===== src/rtl/paralelo_serial_tx.sv =====
// Parallel-to-serial transmitter: comma preamble after reset, then MSB-first bytes, 8 clk_32f cycles each.
// Latency: byte loaded on a load edge appears on data_out the next cycle; ready_out is decoded from registered state only.
module paralelo_serial_tx #(
    parameter int          SYNC_BYTES = 4,
    parameter logic [7:0]  COMMA      = 8'hBC
) (
    input  logic       clk_32f,
    input  logic       reset_L,
    input  logic [7:0] data_in,
    input  logic       valid_in,
    output logic       ready_out,
    output logic       data_out,
    output logic       active_out,
    output logic [7:0] data_count
);

    typedef enum logic {SYNC, RUN} state_t;

    localparam logic [3:0] SYNC_LAST = 4'(SYNC_BYTES - 1);

    state_t     state_q;
    logic [3:0] sync_cnt_q;
    logic [2:0] bit_cnt_q;
    logic [7:0] shreg_q;
    logic [7:0] data_count_q;
    logic       load_edge;

    assign load_edge = (bit_cnt_q == 3'd7);

    // Reset parks bit_cnt at 7 so the first edge after release is a load edge.
    always_ff @(posedge clk_32f) begin
        if (!reset_L) begin
            state_q      <= SYNC;
            sync_cnt_q   <= 4'd0;
            bit_cnt_q    <= 3'd7;
            shreg_q      <= 8'h00;
            data_count_q <= 8'd0;
        end else begin
            bit_cnt_q <= bit_cnt_q + 3'd1;
            if (load_edge) begin
                case (state_q)
                    SYNC: begin
                        shreg_q    <= COMMA;
                        sync_cnt_q <= sync_cnt_q + 4'd1;
                        if (sync_cnt_q == SYNC_LAST)
                            state_q <= RUN;
                    end
                    RUN: begin
                        if (valid_in) begin
                            shreg_q      <= data_in;
                            data_count_q <= data_count_q + 8'd1;
                        end else begin
                            shreg_q <= COMMA;
                        end
                    end
                    default: state_q <= SYNC;
                endcase
            end else begin
                shreg_q <= {shreg_q[6:0], 1'b0};
            end
        end
    end

    assign data_out   = shreg_q[7];
    assign active_out = (state_q == RUN);
    assign ready_out  = (state_q == RUN) && load_edge;
    assign data_count = data_count_q;

endmodule

===== config.mk =====
export PLATFORM = sky130hd
export DESIGN_NAME = paralelo_serial_tx
export DESIGN_NICKNAME = d
export VERILOG_FILES = /design/src/rtl/paralelo_serial_tx.sv
export SDC_FILE = /design/constraint.sdc
export NUM_CORES = 1
export LEC_CHECK = 0
export BUFFER_PORTS_ARGS = -buffer_cell sky130_fd_sc_hd__buf_2
export CORE_ASPECT_RATIO = 1.1
export CORE_UTILIZATION = 27
export CTS_BUF_LIST = sky130_fd_sc_hd__clkbuf_2
export CTS_CLUSTER_DIAMETER = 40
export DETAILED_ROUTE_END_ITERATION = 7
export PLACE_DENSITY = 0.44
export SETUP_SLACK_MARGIN = 0.4
export SYNTH_ARGS = -nofsm -noshare
export SYNTH_HDL_FRONTEND = slang
export SYNTH_SLANG_ARGS = --single-unit
export TNS_END_PERCENT = 100

===== constraint.sdc =====
create_clock -name clk_32f -period 1.3 [get_ports clk_32f]
set_input_delay 0.26 -clock clk_32f [delete_from_list [all_inputs] [get_ports clk_32f]]
set_output_delay 0.26 -clock clk_32f [all_outputs]
set_load 0.02 [all_outputs]

# Yosys cells after proc, flatten, opt, wreduce, memory -nomap -nowiden
# Index checks and enable logic that the tools add are counted.
# op_classes
add_sub_neg,3
n_mul,0
div,0
magnitude_cmp,0
n_eq_ne,2
n_shift,0
n_mux,5
bitwise,1
reduce_logical,4
# op_table
cell,n
2-to-1 mux 8 bit,2
case mux 8 bit (2 select lines),1
adder 8 x 1 -> 8 bit (second input constant),1
adder 4 x 1 -> 4 bit (second input constant),1
equality test 4 x 2 -> 1 bit (second input constant),1
AND reduction 2 bit,2
adder 3 x 1 -> 3 bit (second input constant),1
equality test 3 bit (second input constant),1
AND reduction 3 bit,1
2-to-1 mux 1 bit,2
logical AND 1 bit,1
NOT 1 bit,1
# word_totals
register_bits,24
latch_bits,0
mem_bits_rw,0
mem_bits_ro,0
in_bits,11
output_inout_bits,11
elab_cells,21
n_memories,0

# Depth between registers and ports, before layout
# depth
ltp_word,3
depth_mapped,6
mapped_depth_nobuf,5

# Least setup slack after synthesis
# Ideal clock, no wire load.
# synth_path
path_type,register -> output
from,reg bit_cnt_q[0]
to,out ready_out
arrival_ps,1197
setup_slack_ps,-157
stages_incl_launch_ff,5
n_path_buf,1
path_cell_list,dfxtp_1 ha_1 ha_1 clkbuf_1 and2_1
# synth_between
elab_chain_cells,2
# synth_rtl
element,line_no,source
"start, declared",23,logic [2:0] bit_cnt_q;
"start signal, assigned",39,bit_cnt_q <= bit_cnt_q + 3'd1;
equality test 3 bit,28,assign load_edge = (bit_cnt_q == 3'd7);
logical AND 1 bit,66,assign ready_out = (state_q == RUN) && load_edge;
"end, declared",11,"output logic ready_out,"
# No other way between the ends.

# Worst setup path in the final report
# Ends and elaborated chain as after synthesis.

==> load_flow_metrics.sql <==
INSERT INTO impl_metrics (metric_group, metric, value, unit) VALUES
('setup_path', 'critical_path.endpoint_type', 'output pin', ''),
('power', 'switchingPower', '394.8', 'uW'),
('setup_path', 'path_delay_family', 'flip-flops', ''),
('layout', 'seq_cell_area', '510.5', 'sq um'),
('logic_synthesis', 'compound_cell_area_share_of_the_yosys_netlist', '0.1457', ''),
('setup_path', 'rr_startpoint', 'bit_cnt_q[0]$_SDFF_PN1_', ''),
('layout', 'area.growth.synth_to_final', '66.98', '%'),
('setup_path', 'slowest_stage', 'dfxtp_2', ''),
('clock_tree', 'cts_root_buffer', 'clkbuf_2', ''),
('sta', 'setup_ws', '-350.9', 'ps'),
('logic_synthesis', 'synth.net_count', '110', ''),
('sta', 'minimum_clock_period', '1651', 'ps'),
('logic_synthesis', 'synth-warning-count', '0', ''),
('status', 'violated_checks', 'setup timing', ''),
('setup_path', 'crit_path_frequent_cell', 'ha_4', ''),
('clock_tree', 'cts.sink_count', '24', ''),
('clock_tree', 'clk-insertion-delay-late', '330', 'ps'),
('logic_synthesis', 'synthDominantAreaCellType', 'dfxtp_1', ''),
('global_route', 'vias_in_the_first_global_route', '881', ''),
('placement', 'dp.cells', '165', ''),
('logic_synthesis', 'synth.lib_cells_used.distinct', '26', ''),
('global_route', 'grt_start_max_net_pins', '15', ''),
('layout', 'area_occupied_by_multi_input_gates', '591.8', 'sq um'),
('sta', 'slew_viol_final', '0', ''),
('worst_hold_path', 'min-delay-start', 'data_in[1]', ''),
('layout', 'finalCoreUtilization', '0.4692', ''),
('floorplanning', 'fp.dieH', '63.75', 'microns'),
('logic_synthesis', 'syn-mean-instance-area', '9.852', 'sq um'),
('status', 'run_status', 'complete, but fails checks', ''),
('setup_path', 'required', '1040', 'ps'),
('global_route', 'grt-busiest-layer', 'met2', ''),
('global_route', 'global_route.usage.total', '0.1360', ''),
('logic_synthesis', 'syn_area', '935.9', 'sq um'),
('global_route', 'gr-usage-met2', '0.2385', ''),
('sta', 'finalSetupViolations', '22', ''),
('global_route', 'gr_met1_demand_resource', '0.1613', ''),
('detailed_routing', 'detailroute.via_count', '850', ''),
('detailed_routing', 'totalWireLength', '2.218', 'mm'),
('logic_synthesis', 'netlist_top_cells_area', 'dfxtp_1 (51%), o221a_2 (6.0%), ha_1 (5.3%)', ''),
('placement', 'gp_routability_congestion', '0.7184', ''),
('floorplanning', 'io-pin-count', '22', ''),
('detailed_routing', 'remaining_drc_errors', '0', ''),
('power', 'pwr_density_cell', '939.6', 'mW/mm^2'),
('sta', 'report.final.hold_viol_count', '0', ''),
('setup_path', 'worst_ep_arrival_time', '1390', 'ps'),
('power', 'max-vdd-ir-drop', '438.5', 'uV'),
('setup_path', 'crit_path_start', 'bit_cnt_q[0]$_SDFF_PN1_', ''),
('clock_tree', 'cts_hold_buffers', '0', ''),
('power', 'clock_power_share', '0.202', ''),
('logic_synthesis', 'netlist.area_leader.share', '0.5134', ''),
('logic_synthesis', 'yosys.area_share.xor_xnor', '0.03743', ''),
('sta', 'final.setup_skew', '2.176', 'ps'),
('setup_path', 'critPathKind', 'reg -> out', ''),
('floorplanning', 'core-area', '0.003331', 'sq mm'),
('power', 'switching_part_of_the_total_power', '0.2689', ''),
('layout', 'fillers', '336', ''),
('setup_path', 'crit_path_start_kind', 'flip-flop', ''),
('logic_synthesis', 'yosys.cell_count.top_type', 'dfxtp_1', ''),
('placement', 'portBuffers', '21', ''),
('logic_synthesis', 'most_instantiated_cells_after_synthesis', 'dfxtp_1 (24), a21oi_1 (9), nor2_1 (9), nand2_1 (5), o221a_2 (5)', ''),
('setup_path', 'critical_path.n_buffers_inverters', '2', ''),
('sta', 'achievable-frequency', '0.6057', 'GHz'),
('detailed_routing', 'post_drt_wl_per_cell', '12.12', 'microns'),
('logic_synthesis', 'post_synth_inst_count', '95', ''),
('placement', 'hpwl', '1.361', 'mm'),
('logic_synthesis', 'synthArstFlopShare', '0', ''),
('sta', 'worst_pin_slew', '286.6', 'ps'),
('detailed_routing', 'drt-pass1-iter-count', '3', ''),
('clock_tree', 'ctsLongestPathBuffers', '2', ''),
('logic_synthesis', 'synth_simple_gate_area_frac', '0.2126', ''),
('layout', 'layout-drive-gt1-share', '0.6148', '');
power groups by stage:
stage | sequential [uW] | clock, uW | combinational [uW]
after floorplan | 831 | 0 | 130
after global placement | 828 | 0 | 219
after detailed placement | 829 | 0 | 219
after CTS | 806 | 312 | 330
after global routing | 813 | 348 | 396
final | 806 | 297 | 365
metal layers:
layer  wire length, microns  part of all wire
met4                     20            0.0090
met2                   1188              0.54
met3                     39             0.018
met5                      0                 0
met1                    969              0.44
placed cells by master, fill, tap and decap left out, types with 3 or more instances in the layout:
cell type / count
o21ai_0: 4
buf_2: 10
dfxtp_4: 6
clkbuf_2: 3
dfxtp_2: 6
buf_6: 18
nor2_1: 9
o221a_4: 5
buf_4: 10
xor2_1: 3
nand4_1: 3
dfxtp_1: 12
a21oi_2: 7
nand2_1: 3
or3_1: 3
metrics by stage:
stage / area (sq um) / setup TNS, ps
6_report: 1563 / -4821
4_1_cts: 1449 / -4852
3_3_place_gp: 1180 / -346.3
2_1_floorplan: 989.7 / -6.059
3_5_place_dp: 1180 / -749.2
5_1_grt: 1563 / -6617
logic make-up (layout without fill, tap and decap cells):
| logic type | Yosys count | in the layout |
|---|---|---|
| mux | 1 | 1 |
| xor+xnor | 4 | 4 |
| simple gates | 36 | 36 |
| fa+ha+maj | 4 | 4 |
| compound gates | 20 | 20 |
| flops | 24 | 24 |
| buf+inv | 6 | 46 |
timing repair:
action                                  4_1_cts  5_1_grt
buffers inserted                             12        2
endpoints found under the setup margin       33       33
gates resized for setup                      50       18
hold endpoints to repair                      0        0
pin swaps                                    12        7
final cells by class:
class | count | area share
multi-input combinational | 65 | 0.3787
sequential | 24 | 0.3267
timing repair buffer | 41 | 0.2418
tap | 48 | 0.03843
clock buffer | 3 | 0.009608
clock inverter | 1 | 0.002402
inverter | 1 | 0.002402
flip-flops by register name, summed over array words and instances, names as in the netlist:
register and flops:
sync_cnt_q 4, active_out 1, shreg_q 8, bit_cnt_q 3
data_count 8
path summary, 6_finish.rpt:
kind,to,cells after the start
worst max-delay path,ready_out,5
worst min register to register,bit_cnt_q[0]$_SDFF_PN1_,1
worst max register to register,sync_cnt_q[1]$_SDFFE_PN0P_,10
worst min-delay path,shreg_q[1]$_SDFF_PN0_,3
worst register-to-register path, delay by kind of cell, from the launching register on:
family	cells	cell delay (ps)
fa+ha+maj	2	320
buf+inv	5	540
flops	1	390
mux	1	160
simple gates	2	120
Power figures use the tool's default switching activity.
